`src/rtl/data_write_buffer_if.sv`:
```
// CPU-side and memory-side bundles for data_write_buffer.
// The CPU masters dwb_cpu_if; the buffer masters dwb_mem_if.
interface dwb_cpu_if #(
    parameter int ADDR_WIDTH = 32,
    parameter int DATA_WIDTH = 32
);
    logic [ADDR_WIDTH-1:0] cpuAddr;
    logic [DATA_WIDTH-1:0] cpuWrData;
    logic                  cpuMemWrite;
    logic                  cpuMemRead;
    logic [DATA_WIDTH-1:0] cpuRdData;
    logic                  cpuStall;

    modport master (output cpuAddr, cpuWrData, cpuMemWrite, cpuMemRead,
                    input  cpuRdData, cpuStall);
    modport slave  (input  cpuAddr, cpuWrData, cpuMemWrite, cpuMemRead,
                    output cpuRdData, cpuStall);
endinterface

interface dwb_mem_if #(
    parameter int ADDR_WIDTH = 32,
    parameter int DATA_WIDTH = 32
);
    logic                  memReq;
    logic                  memWe;
    logic [ADDR_WIDTH-1:0] memAddr;
    logic [DATA_WIDTH-1:0] memWrData;
    logic                  memAck;
    logic [DATA_WIDTH-1:0] memRdData;

    modport master (output memReq, memWe, memAddr, memWrData,
                    input  memAck, memRdData);
    modport slave  (input  memReq, memWe, memAddr, memWrData,
                    output memAck, memRdData);
endinterface

```
`src/rtl/data_write_buffer.sv`:
```
// Posted-store write buffer between the CPU MEM-stage data port and a handshaked data memory.
// Optional store-to-load forwarding is enabled by defining DATA_WRITE_BUFFER_STORE_FORWARD_EN.
module data_write_buffer #(
    parameter int ADDR_WIDTH = 32,
    parameter int DATA_WIDTH = 32,
    parameter int DEPTH      = 4
) (
    input  logic      clk,
    input  logic      rst,
    dwb_cpu_if.slave  cpu,
    dwb_mem_if.master mem
);
    localparam int PW = (DEPTH > 1) ? $clog2(DEPTH) : 1;
    localparam int CW = PW + 1;

    typedef enum logic [1:0] {IDLE, WR_BUSY, RD_BUSY, RD_DONE} state_e;

    state_e                state_q;
    logic [ADDR_WIDTH-1:0] fifo_addr_q [DEPTH];
    logic [DATA_WIDTH-1:0] fifo_data_q [DEPTH];
    logic [PW-1:0]         head_q, tail_q;
    logic [CW-1:0]         count_q, count_d;
    logic                  mem_req_q, mem_we_q;
    logic [ADDR_WIDTH-1:0] mem_addr_q;
    logic [DATA_WIDTH-1:0] mem_wdata_q, rd_data_q;

    logic                  full, load_req, push, pop, stall;
    logic                  fwd_hit, drain_first;
    logic [DATA_WIDTH-1:0] fwd_data;

    assign full     = (count_q == CW'(DEPTH));
    // A simultaneous store wins; the load half of an illegal request is dropped.
    assign load_req = cpu.cpuMemRead & ~cpu.cpuMemWrite;

`ifdef DATA_WRITE_BUFFER_STORE_FORWARD_EN
    // Scan oldest to youngest so the last match is the youngest store.
    always_comb begin
        fwd_hit  = 1'b0;
        fwd_data = '0;
        for (int i = 0; i < DEPTH; i++) begin
            if ((CW'(i) < count_q) && (fifo_addr_q[head_q + PW'(i)] == cpu.cpuAddr)) begin
                fwd_hit  = 1'b1;
                fwd_data = fifo_data_q[head_q + PW'(i)];
            end
        end
    end
    assign drain_first = 1'b0;
`else
    assign fwd_hit     = 1'b0;
    assign fwd_data    = '0;
    assign drain_first = (count_q != '0);
`endif

    // Stall is a function of occupancy and FSM state only, never of memAck.
    assign stall = ~rst & ((full & cpu.cpuMemWrite) |
                           (load_req & ~fwd_hit & (state_q != RD_DONE)));
    assign push  = cpu.cpuMemWrite & ~stall;
    assign pop   = (state_q == WR_BUSY) & mem.memAck;

    always_comb begin
        count_d = count_q;
        if (push && !pop)
            count_d = count_q + CW'(1);
        else if (pop && !push)
            count_d = count_q - CW'(1);
    end

    always_ff @(posedge clk or posedge rst) begin
        if (rst) begin
            head_q  <= '0;
            tail_q  <= '0;
            count_q <= '0;
        end else begin
            if (push) tail_q <= tail_q + PW'(1);
            if (pop)  head_q <= head_q + PW'(1);
            count_q <= count_d;
        end
    end

    // Storage needs no reset: the pointers define which entries are live.
    always_ff @(posedge clk) begin
        if (push) begin
            fifo_addr_q[tail_q] <= cpu.cpuAddr;
            fifo_data_q[tail_q] <= cpu.cpuWrData;
        end
    end

    always_ff @(posedge clk or posedge rst) begin
        if (rst) begin
            state_q     <= IDLE;
            mem_req_q   <= 1'b0;
            mem_we_q    <= 1'b0;
            mem_addr_q  <= '0;
            mem_wdata_q <= '0;
            rd_data_q   <= '0;
        end else begin
            unique case (state_q)
                IDLE: begin
                    if (load_req && !fwd_hit && !drain_first) begin
                        state_q    <= RD_BUSY;
                        mem_req_q  <= 1'b1;
                        mem_we_q   <= 1'b0;
                        mem_addr_q <= cpu.cpuAddr;
                    end else if (count_q != '0) begin
                        state_q     <= WR_BUSY;
                        mem_req_q   <= 1'b1;
                        mem_we_q    <= 1'b1;
                        mem_addr_q  <= fifo_addr_q[head_q];
                        mem_wdata_q <= fifo_data_q[head_q];
                    end
                end
                WR_BUSY: begin
                    if (mem.memAck) begin
                        state_q   <= IDLE;
                        mem_req_q <= 1'b0;
                    end
                end
                RD_BUSY: begin
                    if (mem.memAck) begin
                        state_q   <= RD_DONE;
                        mem_req_q <= 1'b0;
                        rd_data_q <= mem.memRdData;
                    end
                end
                RD_DONE: state_q <= IDLE;
                default: state_q <= IDLE;
            endcase
            // A forwarded load leaves its value behind so cpuRdData keeps holding it.
            if (load_req && fwd_hit)
                rd_data_q <= fwd_data;
        end
    end

    assign cpu.cpuStall    = stall;
    assign cpu.cpuRdData   = (load_req && fwd_hit) ? fwd_data : rd_data_q;
    assign mem.memReq      = mem_req_q;
    assign mem.memWe       = mem_we_q;
    assign mem.memAddr     = mem_addr_q;
    assign mem.memWrData   = mem_wdata_q;

    illegal_rw_a: assert property (@(posedge clk) disable iff (rst)
                                   !(cpu.cpuMemRead && cpu.cpuMemWrite));

endmodule
```
`src/flat_wrapper.sv`:
```
// flat-port wrapper written by rule: the top's interface ports become plain ports
module data_write_buffer_flat 
#(
    parameter int ADDR_WIDTH = 32,
    parameter int DATA_WIDTH = 32,
    parameter int DEPTH      = 4
)
  (clk, rst, cpu_cpuAddr, cpu_cpuWrData, cpu_cpuMemWrite, cpu_cpuMemRead, cpu_cpuRdData, cpu_cpuStall, mem_memReq, mem_memWe, mem_memAddr, mem_memWrData, mem_memAck, mem_memRdData);
  dwb_cpu_if #(.ADDR_WIDTH(ADDR_WIDTH), .DATA_WIDTH(DATA_WIDTH)) cpu_i ();
  dwb_mem_if #(.ADDR_WIDTH(ADDR_WIDTH), .DATA_WIDTH(DATA_WIDTH)) mem_i ();
  input  logic clk;
  input  logic rst;
  input wire logic [$bits(cpu_i.cpuAddr)-1:0] cpu_cpuAddr;
  input wire logic [$bits(cpu_i.cpuWrData)-1:0] cpu_cpuWrData;
  input wire logic [$bits(cpu_i.cpuMemWrite)-1:0] cpu_cpuMemWrite;
  input wire logic [$bits(cpu_i.cpuMemRead)-1:0] cpu_cpuMemRead;
  output wire logic [$bits(cpu_i.cpuRdData)-1:0] cpu_cpuRdData;
  output wire logic [$bits(cpu_i.cpuStall)-1:0] cpu_cpuStall;
  output wire logic [$bits(mem_i.memReq)-1:0] mem_memReq;
  output wire logic [$bits(mem_i.memWe)-1:0] mem_memWe;
  output wire logic [$bits(mem_i.memAddr)-1:0] mem_memAddr;
  output wire logic [$bits(mem_i.memWrData)-1:0] mem_memWrData;
  input wire logic [$bits(mem_i.memAck)-1:0] mem_memAck;
  input wire logic [$bits(mem_i.memRdData)-1:0] mem_memRdData;
  assign cpu_i.cpuAddr = cpu_cpuAddr;
  assign cpu_i.cpuWrData = cpu_cpuWrData;
  assign cpu_i.cpuMemWrite = cpu_cpuMemWrite;
  assign cpu_i.cpuMemRead = cpu_cpuMemRead;
  assign cpu_cpuRdData = cpu_i.cpuRdData;
  assign cpu_cpuStall = cpu_i.cpuStall;
  assign mem_memReq = mem_i.memReq;
  assign mem_memWe = mem_i.memWe;
  assign mem_memAddr = mem_i.memAddr;
  assign mem_memWrData = mem_i.memWrData;
  assign mem_i.memAck = mem_memAck;
  assign mem_i.memRdData = mem_memRdData;
  data_write_buffer #(.ADDR_WIDTH(ADDR_WIDTH), .DATA_WIDTH(DATA_WIDTH), .DEPTH(DEPTH)) u_core (.clk(clk), .rst(rst), .cpu(cpu_i), .mem(mem_i));
endmodule
```
`config.mk`:
```
export PLATFORM = sky130hd
export DESIGN_NAME = data_write_buffer_flat
export DESIGN_NICKNAME = d
export VERILOG_FILES = /design/src/rtl/data_write_buffer_if.sv /design/src/rtl/data_write_buffer.sv /design/src/flat_wrapper.sv
export SDC_FILE = /design/constraint.sdc
export NUM_CORES = 1
export LEC_CHECK = 0
export CORE_MARGIN = 8
export CORE_UTILIZATION = 55
export CTS_BUF_LIST = sky130_fd_sc_hd__clkbuf_8
export DETAILED_ROUTE_END_ITERATION = 7
export HOLD_SLACK_MARGIN = 0.06
export PLACE_DENSITY_LB_ADDON = 0.05
export RECOVER_POWER = 50
export SYNTH_ARGS = -nofsm -noshare
export SYNTH_HDL_FRONTEND = slang
export SYNTH_SLANG_ARGS = --single-unit
export TNS_END_PERCENT = 10
```
`constraint.sdc`:
```
create_clock -name clk -period 3.8 [get_ports clk]
set_input_delay 0.38 -clock clk [delete_from_list [all_inputs] [get_ports clk]]
set_output_delay 0.38 -clock clk [all_outputs]
set_load 0.01 [all_outputs]
```
==> flow_summary.ini, run 1 <==
[sta]
skew_ps = 25.3
period_share = 0.716
drv_slew = 33
holdWs_ps = 422
min_period_ps = 2720
rsz0062_at_grt = no
tightestPinTransition_ps = 1680
slew_headroom = -0.120
setup_viol = 0
hold_viol = 0
max_freq_mhz = 368
fin_setup_tns_ps = 0

[power]
clock_power_share = 0.228
cellPowerDensity_nw_per_um2 = 794
switching_share = 0.306
total_power_mw = 14.0
switchingPower_mw = 4.28
leakagePower_nw = 6.38
peakVddDrop_v = 0.000455
seqPwrFrac = 0.444
p_int_mw = 9.69
combPwrFrac = 0.327

[grt]
grt_first_pass_wirelength_um = 48000
grt_max_degree = 68
grt_pass1_vias = 8478
grt-ovfl-total = 0
antenna_found_initial = 1
track_usage = 0.197

[cts]
clock_sinks = 363
post-cts-setup-buffers = 0
ctsHtreeMaxLevel = 2
cts_tree = yes
hold_buffers = 0
cts_resized = 0
cts_made_buffers = 56
root_buffer = clkbuf_8
clk_pin_slew_ps = 60
insertion_delay_ps = 570
cts_buffer_depth = 3

[setup_path]
end_kind = flip-flop
crit_family = flip-flops
worst-path-max-fanout = 34
crit_buf_inv = 1
arrival_ps = 3130
worst-setup-path-type = flip-flop to flip-flop
start_kind = flip-flop
crit_required_ps = 4210
crit_chain = clkbuf_1, mux4_2, nand2_1, o2111ai_1
slowest_stage = dfrtp_4
cpPeakStageDelay_ps = 890

[run]
cap_violations = 1

[worst_hold_path]
hold_path_class = input port to flip-flop

[detailed_routing]
drtIter0Drc = 508
ant_nets = 0
finalWirelength_um = 30000
via_count = 7674
wire_per_inst_um = 22.1
routed_via_density = 5.66
drt_pass1_iterations = 4
drc = 0

[final_layout]
syn_to_final_growth_pct = 25.2
drive_above_1_share = 0.225
fin_nets = 1090
final_area_um2 = 17600
n_fill_cell = 1668
layout.cells.non_filler = 1356
diodes = 0

[floorplan]
start_util = 0.559
dieArea_um2 = 30900
pin_count = 200
die_w_um = 176
core-area_um2 = 25100
rows = 58
die_h_um = 176

[run_status]
violations = capacitance limit, slew limit
status = finished with violations

[logic_synthesis]
synth.top_cell.area_share = 0.547
synth_cells = 753
yosysMostFrequentCell = edfxtp_1
syn_area_um2 = 14000
yosysUniqueCellTypes = 34
synth_common_cells = edfxtp_1 (256), dfrtp_1 (107), mux2_2 (66)
synth_ff_type = edfxtp_1
async_reset_ff_frac = 0.295
synth_area_leaders = edfxtp_1 (55%), dfrtp_1 (19%), mux4_2 (10%)
ys_seq_area_frac = 0.738
syn_nets = 864
ys_warn_count = 0
ys_seq_elements = 363
synth_edf_count = 256
synth_area_per_cell_um2 = 18.6
yosys.area.top_type = edfxtp_1

[placement]
dp.cells = 1251
dp_hpwl_um = 18900
place.gp.congestion = 0.755
place_area_um2 = 16400
port_buffers = 199
==> registers in the layout, summed over array words and instances, names as in the netlist <==
register              flops
u_core.state_q            2
u_core.cpu.cpuRdData     32
u_core.mem.memWrData     32
u_core.head_q             2
u_core.tail_q             2
u_core.mem.memWe          1
u_core.mem.memReq         1
u_core.fifo_addr_q      128
u_core.mem.memAddr       32
u_core.fifo_data_q      128
u_core.count_q            3
==> worst paths after layout <==
kind	start	to	slack, ps	cells after the start
max	u_core.head_q[0]$_DFFE_PP0P_	u_core.mem.memAddr[19]$_DFFE_PP0P_	1080	4
min	mem_memRdData[15]	u_core.cpu.cpuRdData[15]$_DFFE_PP0P_	420	2
max reg2reg	u_core.head_q[0]$_DFFE_PP0P_	u_core.mem.memAddr[19]$_DFFE_PP0P_	1080	4
min reg2reg	u_core.cpu.cpuRdData[21]$_DFFE_PP0P_	u_core.cpu.cpuRdData[21]$_DFFE_PP0P_	500	1
max in group asynchronous	rst	u_core.cpu.cpuRdData[12]$_DFFE_PP0P_	1480	4
min in group asynchronous	rst	u_core.count_q[0]$_DFFE_PP0P_	850	3
==> through the flow <==
| step | worst slack (ps) | util |
|---|---|---|
| 2_1_floorplan | -242 | - |
| 3_3_place_gp | 944 | 0.655 |
| 3_5_place_dp | 883 | 0.655 |
| 4_1_cts | 1320 | 0.701 |
| 5_1_grt | 764 | 0.700 |
| 6_report | 1080 | 0.700 |
==> per-layer routing <==
| metal | part of all wire | wire, um | GRT usage |
|---|---|---|---|
| met5 | 0.00043 | 13 | 0 |
| met4 | 0.015 | 441 | 0.0480 |
| met3 | 0.062 | 1860 | 0.0455 |
| met2 | 0.50 | 15000 | 0.336 |
| met1 | 0.42 | 12700 | 0.253 |
==> power groups by stage <==
| stage | registers [mW] | logic (mW) | clock network, mW |
|---|---|---|---|
| 2_1_floorplan | 6.18 | 2.75 | 0 |
| 3_3_place_gp | 6.23 | 4.68 | 0 |
| 3_5_place_dp | 6.33 | 4.78 | 0 |
| 4_1_cts | 6.25 | 4.80 | 3.27 |
| 5_1_grt | 6.36 | 4.98 | 3.44 |
| 6_report | 6.21 | 4.57 | 3.19 |
==> logic make-up (layout without fill, tap and decap cells) <==
kind of cell               after synthesis  in the layout  share of synthesized area
and+or+nand+nor                        111            111                     0.0399
buffers and inverters                   87            360                     0.0261
muxes                                  130            130                      0.156
AOI/OAI and AO/OA                       46             46                     0.0270
DFF                                    363            363                      0.738
xor gates and xnor gates                 6              6                    0.00374
adders and majority gates               10             10                    0.00945
==> final cells by class <==
class	instances	area, um^2	area share
timing repair buffer	214	2160	0.123
multi-input combinational	303	3330	0.189
inverter	41	158	0.00897
clock buffer	72	991	0.0564
sequential	363	10400	0.590
tap	330	413	0.0235
clock inverter	33	163	0.00925
==> placed cells by master, fill, tap and decap left out, types with 3 or more instances in the layout <==
master           count
nor2_1               4
o21ai_0              4
buf_4                7
xnor2_1              4
dlygate4sd3_1      125
clkbuf_8            72
clkinv_2             3
and2_4               4
nand3_1             33
mux4_2              64
nand2_1             34
nand4_1             32
edfxtp_1           256
mux2_2              65
dfrtp_1            105
o2111ai_1           32
clkdlybuf4s50_1     74
buf_12               5
inv_1               65
ha_1                 8
No activity file was read; power rests on OpenSTA's default activity.
==> inputs of run 2 (changes only) <==
- CORE_UTILIZATION: 55 -> 51
- clock period: 3.8 -> 2.5 ns (I/O delays scaled with it)
==> run 2 against run 1 <==
The flow still finishes with violations (capacitance limit, slew limit). Non-clock buffer count rose by 15. Largest power group unchanged. Critical endpoint is now cpu_cpuStall. Die area grew 7.1%. Power up 54%. Clock power grew 44%.
==> flow_summary.ini, run 2 (same netlist as run 1, synthesis figures left out) <==
[sta]
drv_slew = 108
setup_viol = 0
skew_ps = 19.5
fin_setup_tns_ps = 0
tightestPinTransition_ps = 1620
holdWs_ps = 294
hold_viol = 0
slew_headroom = -0.0814
rsz0062_at_grt = no
min_period_ps = 2350
period_share = 0.940
max_freq_mhz = 425

[floorplan]
die_w_um = 182
dieArea_um2 = 33100
pin_count = 200
rows = 60
core-area_um2 = 27000
die_h_um = 182
start_util = 0.520

[final_layout]
drive_above_1_share = 0.233
regArea_um2 = 10400
fin_nets = 1106
top_regs = u_core.fifo_addr_q x128, u_core.fifo_data_q x128
syn_to_final_growth_pct = 26.5
final_common_cell = edfxtp_1
n_fill_cell = 1835
multi_input_area_um2 = 3340
final_cell_mix = edfxtp_1 (256), clkdlybuf4s50_1 (113), dfrtp_1 (106)

[run_status]
violations = capacitance limit, slew limit
status = finished with violations

[grt]
grt-ovfl-total = 0
track_usage = 0.187
antenna_found_initial = 2
grt_max_degree = 108
grt_first_pass_wirelength_um = 48500
grt_pass1_vias = 8358

[detailed_routing]
ant_nets = 0
drtIter0Drc = 459
via_count = 7705
wire_per_inst_um = 22.2
drt_pass1_iterations = 7
drc = 0
routed_via_density = 5.57
finalWirelength_um = 30700

[setup_path]
crit_required_ps = 2250
worst-setup-path-type = flip-flop to output pin
arrival_ps = 2100
start_kind = flip-flop
worst-path-max-fanout = 3
end_kind = output pin

[cts]
cts_tree = yes
cts_made_buffers = 57
cts_buffer_depth = 3
insertion_delay_ps = 570
hold_buffers = 0
ctsHtreeMaxLevel = 2
clk_pin_slew_ps = 60
post-cts-setup-buffers = 0
cts_resized = 0
clock_sinks = 363
root_buffer = clkbuf_8

[placement]
place.gp.congestion = 0.760
dp_hpwl_um = 19500
port_buffers = 199

[power]
leakagePower_nw = 6.45
peakVddDrop_v = 0.000656
cellPowerDensity_nw_per_um2 = 1210

[run]
cap_violations = 1

[worst_hold_path]
hold_path_class = input port to flip-flop
-- run 2: final cells by class --
type	instances	share of cell area
clock inverter	36	0.00796
sequential	363	0.584
timing repair buffer	229	0.134
multi-input combinational	303	0.188
tap	341	0.0240
inverter	41	0.00888
antenna	1	0.000141
clock buffer	69	0.0535
-- run 2: per-stage QoR --
stage	instance area [um^2]	std cells	power (mW)	util	setup WS, ps
after floorplan	14100	753	13.6	-	-1230
after global placement	16700	1277	17.0	0.617	204
after detailed placement	16700	1277	17.2	0.617	150
after CTS	17800	1382	21.9	0.658	123
after global routing	17800	1383	22.7	0.657	34.0
final	17800	1383	21.5	0.657	149
-- run 2: routing by layer --
metal | vias to the layer above | GRT usage | share of wire
met4 | 0 | 0.0558 | 0.018
met5 | - | 0 | 0
met3 | 45 | 0.0441 | 0.067
met2 | 297 | 0.304 | 0.49
met1 | 3901 | 0.248 | 0.43
li1 | 3462 | - | -
-- run 2: worst max-delay path, cell delays in order (launching register included) --
cell and delay, ps:
dfrtp_1 410, ha_1 260, nor2_1 110, a32oi_1 90
nor2_1 110, clkdlybuf4s50_1 550
-- run 2: worst paths after layout --
| kind | slack, ps | start | to | depth (start not counted) |
|---|---|---|---|---|
| max | 150 | u_core.state_q[0]$_DFFE_PP0P_ | cpu_cpuStall | 5 |
| min | 290 | mem_memRdData[14] | u_core.cpu.cpuRdData[14]$_DFFE_PP0P_ | 2 |
| max reg2reg | 150 | u_core.head_q[1]$_DFFE_PP0P_ | u_core.mem.memWrData[24]$_DFFE_PP0P_ | 3 |
| min reg2reg | 500 | u_core.cpu.cpuRdData[2]$_DFFE_PP0P_ | u_core.cpu.cpuRdData[2]$_DFFE_PP0P_ | 1 |
| max in group asynchronous | 500 | rst | u_core.head_q[0]$_DFFE_PP0P_ | 3 |
| min in group asynchronous | 820 | rst | u_core.mem.memAddr[27]$_DFFE_PP0P_ | 3 |
-- run 2: where the power goes --
part	internal [mW]	total, mW	switching, mW	leakage [nW]
Clock	2.48	4.60	2.13	0.665
Sequential	8.30	9.17	0.875	3.62
Combinational	4.11	7.70	3.59	2.16
Total	14.9	21.5	6.59	6.45
==> inputs of run 3 (changes only) <==
- ABC_AREA: default -> 1
- CTS_BUF_LIST: sky130_fd_sc_hd__clkbuf_8 -> sky130_fd_sc_hd__clkbuf_4
==> run 3 against run 2 <==
The flow still finishes with violations (capacitance limit, slew limit). Flip-flop and latch count unchanged. Via count grew 32%. Utilization shrank 0.96 points. Clock skew rose by 46 ps. Sequential share of layout area fell by 2.6 points. Setup slack better by 140 ps. Clock-buffer cell count increased by 83. Critical path type unchanged. Largest cell class unchanged. Largest power group unchanged.
==> flow_summary.ini, run 3 <==
[sta]
drv_slew = 108
holdWs_ps = 169
slew_headroom = -0.0833
min_period_ps = 2210
hold_viol = 0
setup_viol = 0
setup_slack_ps = 289
tightestPinTransition_ps = 1620
period_share = 0.885
rsz0062_at_grt = no
fin_setup_tns_ps = 0
max_freq_mhz = 452
skew_ps = 65.3

[grt]
grt_first_pass_wirelength_um = 56200
grt_pass1_vias = 10400
track_usage = 0.199
grt_max_degree = 130
grt-ovfl-total = 0
antenna_found_initial = 2

[logic_synthesis]
synth.top_cell.area_share = 0.517
synth_ff_type = edfxtp_1
synth_common_cells = edfxtp_1 (256), nand2_1 (248), nor2_1 (194)
ys_warn_count = 0
synth_area_leaders = edfxtp_1 (52%), dfrtp_1 (18%), nand2_1 (6.3%)
syn_nets = 1457
yosysUniqueCellTypes = 25
yosysMostFrequentCell = edfxtp_1
syn_area_um2 = 14900
ys_seq_area_frac = 0.697
yosys.area.top_type = edfxtp_1
ys_seq_elements = 363
async_reset_ff_frac = 0.295
synth_edf_count = 256
synth_area_per_cell_um2 = 11.1
synth_cells = 1346

[final_layout]
drive_above_1_share = 0.143
top_regs = u_core.fifo_addr_q x128, u_core.fifo_data_q x128
regArea_um2 = 10400
fin_util = 0.647
final_common_cell = edfxtp_1
final_cell_mix = edfxtp_1 (256), nand2_1 (246), nor2_1 (190)
syn_to_final_growth_pct = 24.9
fin_nets = 1710
multi_input_area_um2 = 3510
layout.cells.non_filler = 2060
n_fill_cell = 2308
final_area_um2 = 18600

[detailed_routing]
wire_per_inst_um = 16.8
finalWirelength_um = 34500
via_count = 10200
drc = 0
drtIter0Drc = 608
drt_pass1_iterations = 4
routed_via_density = 4.93
ant_nets = 0

[cts]
hold_buffers = 0
insertion_delay_ps = 710
root_buffer = clkbuf_4
clock_sinks = 363
ctsHtreeMaxLevel = 3
cts_tree = yes
cts_buffer_depth = 3
cts_made_buffers = 93
clk_pin_slew_ps = 70

[floorplan]
core-area_um2 = 28700
die_h_um = 187
dieArea_um2 = 34900
die_w_um = 187
start_util = 0.518
rows = 62
pin_count = 200

[setup_path]
end_kind = output pin
worst-setup-path-type = flip-flop to output pin
r2r_start = u_core.state_q[0]$_DFFE_PP0P_
worstRegToRegCells = 9
crit_required_ps = 2250
reg2reg_slack_ps = 330
r2r_end = u_core.fifo_addr_q[0][10]$_DFFE_PP_
worst-path-max-fanout = 4
start_kind = flip-flop
arrival_ps = 1960

[worst_hold_path]
holdPathEnd = u_core.cpu.cpuRdData[28]$_DFFE_PP0P_
whs_path_depth = 2
hp-start = mem_memRdData[28]
hold_path_class = input port to flip-flop

[power]
total_power_mw = 21.9
peakVddDrop_v = 0.000776
cellPowerDensity_nw_per_um2 = 1180
leakagePower_nw = 7.95

[run_status]
violations = capacitance limit, slew limit
status = finished with violations

[placement]
dp_hpwl_um = 20200
place_area_um2 = 17400
place_ws_ps = 112
port_buffers = 199
place.gp.congestion = 0.803
dp.cells = 1888

[run]
cap_violations = 1
==> run 3: cell types whose count changed after synthesis, moves of 32 or more <==
cell | before | now
mux2_2 | 66 | 33
nor2_1 | 4 | 194
inv_1 | 41 | 179
nand2_1 | 34 | 248
o2111ai_1 | 32 | 0
mux4_2 | 64 | 0
nand3_1 | 33 | 133
a21oi_1 | 0 | 35
o21ai_0 | 4 | 58
==> run 3: kinds of logic after synthesis <==
kind of cell,share of synthesized area
and+or+nand+nor,0.163
DFF,0.697
buffers and inverters,0.0704
AOI/OAI and AO/OA,0.0343
muxes,0.0250
adders and majority gates,0.00891
xor gates and xnor gates,0.00177
==> run 3: how the worst max path moves through the flow <==
stage,slack (ps),end,cells after the start,start
finish,290,cpu_cpuStall,7,u_core.state_q[0]$_DFFE_PP0P_
global route,110,cpu_cpuStall,7,u_core.state_q[0]$_DFFE_PP0P_
CTS,210,cpu_cpuStall,7,u_core.state_q[0]$_DFFE_PP0P_
detailed placement,110,u_core.count_q[2]$_DFFE_PP0P_,13,cpu_cpuMemWrite
global placement,150,u_core.count_q[2]$_DFFE_PP0P_,13,cpu_cpuMemWrite
floorplan,-1320,u_core.fifo_addr_q[0][0]$_DFFE_PP_,4,rst
==> run 3: cell type report <==
| class | instances | share of cell area |
|---|---|---|
| clock buffer | 152 | 0.0614 |
| tap | 384 | 0.0259 |
| inverter | 183 | 0.0370 |
| clock inverter | 19 | 0.00613 |
| multi-input combinational | 737 | 0.189 |
| timing repair buffer | 221 | 0.123 |
| antenna | 1 | 0.000135 |
| sequential | 363 | 0.558 |
==> run 3: critical path, cell delays in order, from the launching register on <==
cell and delay, ps:
dfrtp_1 410, ha_1 210, inv_1 120, nand2_1 70
nand2_1 70, nand2_2 100, inv_1 60, dlygate4sd2_1 270
==> run 3: power by group <==
| group | switching (mW) | internal, mW |
|---|---|---|
| Combinational | 4.60 | 3.34 |
| Clock | 2.34 | 2.86 |
| Sequential | 0.736 | 8.01 |
==> run 3: per-layer routing <==
metal	routed length (um)	vias up	track usage
li1	-	4965	-
met1	15600	4838	0.256
met2	16500	298	0.328
met3	1900	52	0.0485
met4	609	0	0.0687
met5	0	-	0
==> run 3: timing repair <==
item / in CTS / in global routing
gates resized for setup: 2 / 0
setup endpoints to repair: 1 / 0
setup buffers: 0 / 0
endpoints found under the hold margin: 0 / 0
